### src/rtl/mux4_serializer_pkg.sv
// Shared types and constants for the 4-channel mux serializer.
// MUX4_SER_PARITY_EN adds a trailing even-parity beat after the four data bits.
package mux_ser_pkg;

  localparam int NUM_CH = 4;
  localparam int SEL_W  = 2;

  typedef enum logic [1:0] {
    ST_IDLE  = 2'd0,
    ST_SHIFT = 2'd1
`ifdef MUX4_SER_PARITY_EN
    ,
    ST_PARITY = 2'd2
`endif
  } state_t;

  // Beat counter to mux select: MSB-first walks the channels downwards (3-cnt).
  function automatic logic [SEL_W-1:0] cnt_to_sel(input logic [SEL_W-1:0] cnt,
                                                  input logic lsb_first);
    return lsb_first ? cnt : ~cnt;
  endfunction

endpackage

### src/rtl/mux4_serializer_mux.sv
// 4:1 mux built from two levels of 2:1 muxes; selects one bit of the held word.
module mux_4x1_2x1
  import mux_ser_pkg::*;
(
  input  logic [NUM_CH-1:0] d,
  input  logic [SEL_W-1:0]  s,
  output logic              y
);

  logic [1:0] stage1;

  generate
    for (genvar gi = 0; gi < 2; gi++) begin : g_stage1
      assign stage1[gi] = s[0] ? d[2*gi+1] : d[2*gi];
    end
  endgenerate

  assign y = s[1] ? stage1[1] : stage1[0];

endmodule

### src/rtl/mux4_serializer.sv
// Serializes a 4-bit word one bit per accepted beat through a registered 4:1 mux select.
// Define MUX4_SER_PARITY_EN to append an even-parity beat to every word.
module mux4_serializer
  import mux_ser_pkg::*;
#(
  parameter int LSB_FIRST = 1
) (
  input  logic              clk,
  input  logic              rst_n,
  input  logic              in_valid,
  output logic              in_ready,
  input  logic [NUM_CH-1:0] in_data,
  output logic              sel0,
  output logic              sel1,
  output logic              ser_out,
  output logic              ser_valid,
  input  logic              ser_ready,
  output logic              ser_last,
  output logic              busy
);

  localparam logic LSB_FIRST_L = (LSB_FIRST != 0);

  state_t             state_reg;
  logic [NUM_CH-1:0]  hold_reg;
  logic [SEL_W-1:0]   cnt_reg;
  logic [SEL_W-1:0]   sel_reg;
  logic               ser_valid_reg;
  logic               ser_last_reg;
  logic               busy_reg;
  logic               idle_rdy_reg;

  logic               accept;
  logic               bit_xfer;
  logic               mux_y;

  // A new word may also be taken on the final beat so words run back-to-back.
  assign in_ready = idle_rdy_reg | (ser_last_reg & ser_ready);
  assign accept   = in_valid & in_ready;
  assign bit_xfer = ser_valid_reg & ser_ready;

  always_ff @(posedge clk or negedge rst_n) begin
    if (!rst_n) begin
      state_reg     <= ST_IDLE;
      hold_reg      <= '0;
      cnt_reg       <= '0;
      sel_reg       <= '0;
      ser_valid_reg <= 1'b0;
      ser_last_reg  <= 1'b0;
      busy_reg      <= 1'b0;
      idle_rdy_reg  <= 1'b0;
    end else if (accept) begin
      state_reg     <= ST_SHIFT;
      hold_reg      <= in_data;
      cnt_reg       <= '0;
      sel_reg       <= cnt_to_sel('0, LSB_FIRST_L);
      ser_valid_reg <= 1'b1;
      ser_last_reg  <= 1'b0;
      busy_reg      <= 1'b1;
      idle_rdy_reg  <= 1'b0;
    end else begin
      case (state_reg)
        ST_IDLE: begin
          idle_rdy_reg <= 1'b1;
        end
        ST_SHIFT: begin
          if (bit_xfer) begin
            cnt_reg <= cnt_reg + 2'd1;
            if (cnt_reg == 2'd3) begin
`ifdef MUX4_SER_PARITY_EN
              // sel keeps pointing at the last data channel during the parity beat.
              state_reg    <= ST_PARITY;
              ser_last_reg <= 1'b1;
`else
              state_reg     <= ST_IDLE;
              ser_valid_reg <= 1'b0;
              ser_last_reg  <= 1'b0;
              busy_reg      <= 1'b0;
              idle_rdy_reg  <= 1'b1;
`endif
            end else begin
              sel_reg <= cnt_to_sel(cnt_reg + 2'd1, LSB_FIRST_L);
`ifdef MUX4_SER_PARITY_EN
              ser_last_reg <= 1'b0;
`else
              ser_last_reg <= (cnt_reg == 2'd2);
`endif
            end
          end
        end
`ifdef MUX4_SER_PARITY_EN
        ST_PARITY: begin
          if (bit_xfer) begin
            state_reg     <= ST_IDLE;
            ser_valid_reg <= 1'b0;
            ser_last_reg  <= 1'b0;
            busy_reg      <= 1'b0;
            idle_rdy_reg  <= 1'b1;
          end
        end
`endif
        default: begin
          state_reg <= ST_IDLE;
        end
      endcase
    end
  end

  mux_4x1_2x1 u_mux (
    .d (hold_reg),
    .s (sel_reg),
    .y (mux_y)
  );

`ifdef MUX4_SER_PARITY_EN
  assign ser_out = (state_reg == ST_PARITY) ? ^hold_reg : mux_y;
`else
  assign ser_out = mux_y;
`endif

  assign sel0      = sel_reg[0];
  assign sel1      = sel_reg[1];
  assign ser_valid = ser_valid_reg;
  assign ser_last  = ser_last_reg;
  assign busy      = busy_reg;

endmodule

### config.mk
export PLATFORM = sky130hd
export DESIGN_NAME = mux4_serializer
export DESIGN_NICKNAME = d
export VERILOG_FILES = /design/src/rtl/mux4_serializer_pkg.sv /design/src/rtl/mux4_serializer_mux.sv /design/src/rtl/mux4_serializer.sv
export SDC_FILE = /design/constraint.sdc
export NUM_CORES = 1
export LEC_CHECK = 0
export ABC_AREA = 1
export ABC_CLOCK_PERIOD_IN_PS = 1850
export CORE_AREA = 2 2 42 44
export DETAILED_ROUTE_END_ITERATION = 16
export DIE_AREA = 0 0 44 46
export MAX_ROUTING_LAYER = met4
export PLACE_DENSITY = 0.71
export REMOVE_ABC_BUFFERS = 1
export SLEW_MARGIN = 10
export SYNTH_ARGS = -nofsm -noshare
export SYNTH_HDL_FRONTEND = slang
export SYNTH_SLANG_ARGS = --single-unit
### constraint.sdc
create_clock -name clk -period 1.85 [get_ports clk]
set_input_delay 0.37 -clock clk [delete_from_list [all_inputs] [get_ports clk]]
set_output_delay 0.37 -clock clk [all_outputs]
set_load 0.01 [all_outputs]
Word-level counts from Yosys, hierarchy flattened
Index checks and enable logic that the tools add are counted.

Add/subtract/negate cells: 1. Eq/ne operators: 7. Muxes and demuxes: 26. Bitwise operators: 4. Reduce and logical (&&, ||, !) cells: 10.

Operators with widths (count): 2-bit two-way mux (10); 1-bit two-way mux (14); 3-bit AND reduction (4); 3-bit != test, second input constant (2); 2-bit nonzero test (3); 2-bit equality test, second input constant (2); 2-bit != test, second input constant (2); 2-bit one-hot mux with 2 select lines (1); 1-bit bitwise AND (3); 3-bit nonzero test (1); 2-bit by 1-bit adder with 2-bit output, second input constant (1); 2-bit by 1-bit equality test with 1-bit output, second input constant (1); 2-bit logical NOT (1); 1-bit one-hot mux with 2 select lines (1); 2-bit AND reduction (1); 1-bit OR (1).

Flip-flop bits (word level): 13. Output and inout bits: 7. Logic and storage cells: 55.

Logic depth before layout (Yosys ltp)
Gate-level depths: netlist of run 1.

Depth in word-level cells: 5. Gate-level depth with buffers: 6. Depth with buffers taken out: 5.

Modules after synthesis
From an unflattened synthesis of run 1, not the netlist that was laid out.

Cell total of the unflattened synthesis: 76. Area total of the unflattened synthesis: 616.8 um2.

By module, submodules not included: mux4_serializer (times used 1, cells each 63, area each 565.5 um2, sequential area each 300.3 um2); mux_4x1_2x1 (times used 1, cells each 13, area each 51.3 um2, sequential area each 0.0 um2).

Least setup slack after synthesis of run 1
No wires, ideal clock.

Path type: reg-to-output. Start point: register sel_reg[0]. End point: output port ser_out. Arrival: 0.750 ns. Path slack: 0.730 ns. Cell stages (with the launch flop): 4. Path buffers: 0. Path through: dfrtp_1 a21oi_1 o21ai_0 nand2_1.

Word-level cells in the longest chain between the ends: 2. Elaborated cells between the ends (all ways): 3. Those cells by class: 3 x mux.

Ends and longest elaborated chain: start, declared (line mux4_serializer.sv:27) `logic [SEL_W-1:0] sel_reg;`; start signal, assigned (line mux4_serializer.sv:56) `sel_reg <= cnt_to_sel('0, LSB_FIRST_L);`; start signal, assigned (line mux4_serializer.sv:82) `sel_reg <= cnt_to_sel(cnt_reg + 2'd1, LSB_FIRST_L);`; 1-bit two-way mux (line mux4_serializer_mux.sv:14) `assign stage1[gi] = s[0] ? d[2*gi+1] : d[2*gi];`; 1-bit two-way mux * (line mux4_serializer_mux.sv:18) `assign y = s[1] ? stage1[1] : stage1[0];`; end, declared (line mux4_serializer.sv:15) `output logic ser_out,`.

Every way passes the cells marked *; elsewhere a longest branch is shown, timed or not.

Final worst setup path of run 1
Start point: register sel_reg[0]. End point: output port sel0.

RTL lines: end, declared (line mux4_serializer.sv:13) `output logic sel0,`.

No word-level cell between the ends.

==> summary.txt, run 1 <==
Floorplanning
  • X dimension of the die: 44 µm
  • Top Ports: 15
  • Area enclosed by the die boundary: 0.002024 mm²
  • Effective utilization at floorplan: 36.90%
  • Core Box Area: 0.001614 mm²
  • Rows: 15
  • Vert. Die Dim: 46 µm

Critical path
  • WP data arrival: 1.35 ns
  • Number of cells on the critical path: 2
  • Worst Setup End Kind: output pin
  • Count of cells along the worst register-to-register path: 6
  • Cell-by-cell trace of the critical path: buf_4, clkdlybuf4s50_1
  • Max stage delay on crit path: 0.52 ns
  • CP delay by family, top: buffers and inverters
  • Reg-to-reg critical path endpoint: ser_last
  • Worst setup path category: reg2out
  • Start of the worst register-to-register path: ser_last
  • First element of the critical path: sel_reg[0]
  • Count of buffer and inverter cells on the critical path: 2
  • Startpoint type of the worst setup path: register
  • Critical-path cell with the highest stage delay: sky130_fd_sc_hd__clkdlybuf4s50_1
  • Critical Path RT: 1.48 ns
  • Reg-to-reg setup timing slack: 0.74 ns
  • Maximum fanout count along the critical path: 5

Logic synthesis
  • Leading cell types by total area after synthesis: sky130_fd_sc_hd__dfrtp_1 50%, sky130_fd_sc_hd__nand2_1 12%, sky130_fd_sc_hd__nand3_1 12%
  • Synth area leader: sky130_fd_sc_hd__dfrtp_1
  • Post-synthesis cell count: 70
  • Sequential fraction of the synthesis area: 50.42%
  • Count of state elements after synthesis: 12
  • Number of distinct library cells after synthesis: 14
  • Mean area per synthesized cell: 8.508 µm²
  • Portion of synthesized cell area occupied by the leading cell type: 50.42%
  • Cell area after synthesis: 595.6 µm²
  • Warning count from the yosys run: 0

Layout
  • Utilization after layout: 49.22%
  • Commonest cells after routing, fill and taps aside: 19 x sky130_fd_sc_hd__nand2_1, 14 x sky130_fd_sc_hd__nand3_1, 12 x sky130_fd_sc_hd__dfrtp_1, 12 x sky130_fd_sc_hd__clkdlybuf4s50_1, 8 x sky130_fd_sc_hd__inv_1
  • Final design instance area without fill: 794.5 µm²
  • Seq. cell area: 300.3 µm²
  • Max FFs per register: 4
  • Area added between synthesis and finish: 33.40%
  • Most frequent standard cell in the layout excluding fill and tap cells: sky130_fd_sc_hd__nand2_1
  • Area of combinational cells with multiple inputs: 246.5 µm²
  • Ratio of cells with drive above 1 in the final layout: 12.36%
  • Final layout net count: 100
  • Number of diodes added for antenna fixing: 0
  • Layout filler cell count: 156

Route
  • Pre-antenna DRT Iters: 4
  • Total detailed-routing wirelength: 1.175 mm
  • Met3 routed WL: 71 µm
  • Antenna viol nets, final: 0
  • Length of routed wiring on met1: 540 µm
  • Met2 wire length: 554 µm
  • Vias: 513
  • DRC violation count after routing: 0
  • Vias/cell: 4.840
  • Uppermost layer routed: met4
  • Iteration-0 DRC Markers: 7
  • Routed wire length per instance: 11.08 µm

Timing
  • Final period util: 92.76%
  • Final worst setup slack: 0.1340 ns
  • Final TNS setup: 0 ns
  • Transition time at the pin with the least slew margin: 0.5375 ns
  • Clock Skews: 0.0009497 ns
  • Hold WS: 0.4436 ns
  • Post-route minimum period: 1.716 ns
  • RSZ-0062 raised after global routing: false
  • Peak clock frequency supported by timing: 582.7 MHz
  • Final hold violations: 0
  • Worst max-slew margin expressed relative to the limit: 64.06%
  • Final number of setup-violating endpoints: 0
  • Final max-slew violation count: 0

Job
  • Maxcap violations: 0

Hold path
  • Class of the tightest hold or removal check: in2async

Power
  • Maximum vdd ir drop: 0.6501 mV
  • Power per Cell Area: 1649 mW/mm²
  • Leakage: 0.4204 nW

Clock tree
  • Number of levels in the clock H-tree: 1
  • Clock transition time at the flip-flop clock pins of the worst setup and hold paths: 0.08 ns
  • Number of sinks on the clock net: 12
  • # hold bufs at CTS: 0
  • Cell at the root of the clock tree: sky130_fd_sc_hd__clkbuf_4
  • Later-pin clock latency in the skew report: 0.27 ns
  • Cts bufs inserted: 3
  • Clk buf depth: 2
  • TritonCTS clock tree: done

Place
  • Port Buf Inserts: 14
  • Detailed placement HPWL: 851.6 µm
  • Placement-stage cell area: 753.2 µm²
  • Pre-CTS setup slack: -0.05215 ns
  • Gpl congestion: 0.8392

Status
  • Run status: completed

GRT
  • Initial antenna violation count: 0
  • Global-route usage over all layers: 12.92%
  • Largest net degree at the start of global routing: 17
  • Wire length of the first global-routing pass: 1.773 mm
  • Vias in the first global route: 413
  • Remaining global-route overflow: 0
==> stage by stage <==
step | std cells | power [mW]
2_1_floorplan | 68 | 0.8349
3_3_place_gp | 101 | 1.090
3_5_place_dp | 101 | 1.117
4_1_cts | 106 | 1.328
5_1_grt | 106 | 1.412
6_report | 106 | 1.310
==> cell type report <==
type                    count  share of cell area [%]
clock buffers               4                   4.567
inverters                   8                   3.780
multi-input cells          48                   31.02
flip-flops and latches     12                   37.80
well taps                  17                   2.677
repair buffers             17                   20.16
==> cell usage after synthesis <==
library cell,n
sky130_fd_sc_hd__buf_4,1
sky130_fd_sc_hd__nand2_1,19
sky130_fd_sc_hd__nand2_4,2
sky130_fd_sc_hd__nand3_1,14
sky130_fd_sc_hd__buf_6,1
sky130_fd_sc_hd__o21ai_0,3
sky130_fd_sc_hd__o211ai_1,1
sky130_fd_sc_hd__nand2_2,1
sky130_fd_sc_hd__dfrtp_1,12
sky130_fd_sc_hd__nor2_1,4
sky130_fd_sc_hd__o21ai_2,1
sky130_fd_sc_hd__ha_1,2
sky130_fd_sc_hd__a21oi_1,1
sky130_fd_sc_hd__inv_1,8
==> power by group <==
group	internal (mW)	switching, mW	total (mW)
Sequential	0.384	0.0971	0.481
Clock	0.120	0.0908	0.210
Combinational	0.293	0.325	0.618
==> per-layer routing <==
metal  global-route usage [%]  vias up
li1                         -      260
met1                    14.56      234
met2                    19.71       17
met3                    5.952        2
met4                    5.455        0
met5                        -        -
==> worst max-delay path by stage <==
stage	endpoint	slack [ns]
global route	sel0	0.08
CTS	sel0	0.12
global placement	in_ready	-0.06
floorplan	ser_out	0.73
finish	sel0	0.13
detailed placement	in_ready	-0.05
==> kinds of logic (layout without fill, tap and decap cells) <==
family                   after synthesis  in the layout  synth area share (%)
buffers and inverters                 10             29                 8.194
AO/OA/AOI/OAI                          6              6                 6.092
flip-flops                            12             12                 50.42
adder cells (fa/ha/maj)                2              2                 4.201
AND/OR/NAND/NOR                       40             40                 31.09
==> what timing repair did <==
action / 4_1_cts / 5_1_grt
gates resized for setup: 2 / 0
hold endpoints to repair: 0 / 0
setup buffers: 1 / 0
setup endpoints to repair: 2 / 0
No activity file was read; power rests on OpenSTA's default activity.
==> run 2, diff against run 1 <==
ABC_AREA = unset   (was 1)
CORE_AREA = 2 2 41 43   (was 2 2 42 44)
DIE_AREA = 0 0 43 45   (was 0 0 44 46)
GPL_ROUTABILITY_DRIVEN = 0   (was unset)
SLEW_MARGIN = unset   (was 10)
==> run 2 against run 1 <==
  * Worst hold slack improved by 0.0026 ns
  * Register-to-register slack got worse by 0.21 ns
  * Setup slack got worse by 0.080 ns
  * Highest routed layer unchanged
==> summary.txt, run 2 <==
Hold path
  • Class of the tightest hold or removal check: in2async

Timing
  • Post-route minimum period: 1.796 ns
  • RSZ-0062 raised after global routing: false
  • Final number of setup-violating endpoints: 0
  • Worst max-slew margin expressed relative to the limit: 63.97%
  • Clock Skews: 0.004277 ns
  • Transition time at the pin with the least slew margin: 0.5388 ns
  • Final max-slew violation count: 0
  • Peak clock frequency supported by timing: 556.6 MHz
  • Final period util: 97.11%
  • Final hold violations: 0

Critical path
  • Count of buffer and inverter cells on the critical path: 1
  • Startpoint type of the worst setup path: register
  • Reg-to-reg setup timing slack: 0.53 ns
  • Worst Setup End Kind: output pin
  • Max stage delay on crit path: 0.49 ns
  • Critical-path cell with the highest stage delay: sky130_fd_sc_hd__mux4_2
  • Cell-by-cell trace of the critical path: mux4_2, dlygate4sd2_1
  • CP delay by family, top: multiplexers
  • Worst setup path category: reg2out
  • Maximum fanout count along the critical path: 2
  • Critical Path RT: 1.48 ns
  • WP data arrival: 1.43 ns

Clock tree
  • Number of sinks on the clock net: 12
  • Later-pin clock latency in the skew report: 0.27 ns
  • Clk buf depth: 2
  • Cts bufs inserted: 3
  • Cell at the root of the clock tree: sky130_fd_sc_hd__clkbuf_4
  • # hold bufs at CTS: 0
  • Number of levels in the clock H-tree: 1
  • TritonCTS clock tree: done
  • Clock transition time at the flip-flop clock pins of the worst setup and hold paths: 0.07 ns

Layout
  • Max FFs per register: 4
  • Layout filler cell count: 147
  • Final design instance area without fill: 755.7 µm²
  • Ratio of cells with drive above 1 in the final layout: 21.54%
  • Commonest cells after routing, fill and taps aside: 12 x sky130_fd_sc_hd__dfrtp_1, 12 x sky130_fd_sc_hd__clkdlybuf4s50_1, 5 x sky130_fd_sc_hd__nand2_1
  • Area of combinational cells with multiple inputs: 237.7 µm²
  • Area added between synthesis and finish: 33.92%
  • Seq. cell area: 300.3 µm²
  • Number of diodes added for antenna fixing: 0
  • Final layout net count: 77
  • Final std cells w/o fill: 81

Floorplanning
  • Rows: 14
  • X dimension of the die: 43 µm
  • Core Box Area: 0.001471 mm²
  • Effective utilization at floorplan: 38.35%
  • Top Ports: 15
  • Vert. Die Dim: 45 µm
  • Area enclosed by the die boundary: 0.001935 mm²

Logic synthesis
  • Ranking of synthesized cells by instance count: 12 x sky130_fd_sc_hd__dfrtp_1, 5 x sky130_fd_sc_hd__nand2_1, 4 x sky130_fd_sc_hd__mux2_4
  • Synth area leader: sky130_fd_sc_hd__dfrtp_1
  • Dominant cell by count in the synthesized netlist: sky130_fd_sc_hd__dfrtp_1
  • Sequential fraction of the synthesis area: 53.22%
  • Leading cell types by total area after synthesis: sky130_fd_sc_hd__dfrtp_1 53%, sky130_fd_sc_hd__mux2_4 11%, sky130_fd_sc_hd__ha_1 4.4%
  • Mean area per synthesized cell: 12.27 µm²
  • EDFF count, synth: 0
  • Async SR Flop Fraction: 100.0%
  • Post-synthesis cell count: 46
  • Cell area after synthesis: 564.3 µm²
  • Number of distinct library cells after synthesis: 20
  • Warning count from the yosys run: 0
  • Flip-flop cell with the highest count after synthesis: sky130_fd_sc_hd__dfrtp_1
  • Portion of synthesized cell area occupied by the leading cell type: 53.22%
  • Count of state elements after synthesis: 12

Place
  • Cell total after placement: 77
  • Port Buf Inserts: 14
  • Detailed placement HPWL: 809.6 µm
  • Placement-stage cell area: 728.2 µm²

Route
  • Antenna viol nets, final: 0
  • Vias/cell: 4.975
  • Pre-antenna DRT Iters: 3
  • Vias: 403
  • DRC violation count after routing: 0
  • Total detailed-routing wirelength: 1.111 mm
  • Iteration-0 DRC Markers: 4
  • Routed wire length per instance: 13.72 µm

Job
  • Maxcap violations: 0

Power
  • Total power: 1.214 mW
  • Power per Cell Area: 1606 mW/mm²
  • Maximum vdd ir drop: 0.6806 mV
  • Leakage: 0.3509 nW

Status
  • Run status: completed

GRT
  • Wire length of the first global-routing pass: 1.994 mm
  • Largest net degree at the start of global routing: 13
  • Initial antenna violation count: 0
  • Global-route usage over all layers: 14.92%
  • Vias in the first global route: 410
  • Remaining global-route overflow: 0
-- run 2: kinds of logic after synthesis --
| kind of cell | synth area share, % |
|---|---|
| buffers and inverters | 4.657 |
| AOI/OAI and AO/OA | 7.982 |
| adders and majority gates | 4.434 |
| and+or+nand+nor | 11.75 |
| DFF | 53.22 |
| muxes | 16.41 |
| xor gates and xnor gates | 1.552 |
-- run 2: where the power goes --
part / internal, mW / total (mW) / switching (mW)
logic: 0.353 / 0.589 / 0.236
clock network: 0.0754 / 0.158 / 0.0824
registers: 0.382 / 0.467 / 0.0847
total: 0.811 / 1.21 / 0.403
-- run 2: final timing paths --
kind / start / end / depth (start not counted)
min: rst_n / busy / 1
max in group asynchronous: rst_n / cnt_reg[0] / 1
max reg2reg: ser_last / hold_reg[0] / 3
min reg2reg: idle_rdy_reg / idle_rdy_reg / 1
min in group clk: idle_rdy_reg / idle_rdy_reg / 1
max: sel_reg[0] / ser_out / 2
-- run 2: area by class of cell --
cell class | instances | area share (%)
Inverter | 2 | 0.9934
Tap cell | 16 | 2.649
Clock buffer | 3 | 2.980
Sequential cell | 12 | 39.74
Timing Repair Buffer | 18 | 22.19
Multi-Input combinational cell | 30 | 31.46
-- run 2: per-layer routing --
| layer | track usage (%) | routed length, µm | up-vias |
|---|---|---|---|
| li1 | - | - | 195 |
| met1 | 20.36 | 533 | 185 |
| met2 | 20.61 | 469 | 18 |
| met3 | 1.600 | 69 | 5 |
| met4 | 10.91 | 40 | 0 |
| met5 | - | 0 | - |
-- run 2: stage by stage --
step	util [%]	setup TNS, ns	setup WS, ns	hold WS (ns)
after floorplan	-	0	0.4782	0.07441
after global placement	49.49	-0.07247	-0.07247	0.4766
after detailed placement	49.49	-0.06668	-0.06668	0.4860
after CTS	51.36	0	0.04395	0.4683
after global routing	51.36	0	0.00008893	0.4936
final	51.36	0	0.05352	0.4462
-- run 2: what timing repair did --
item | 4_1_cts | 5_1_grt
hold endpoints to repair | 0 | 0
endpoints found under the setup margin | 2 | 0
setup buffers | 1 | 0
gates resized for setup | 2 | 0
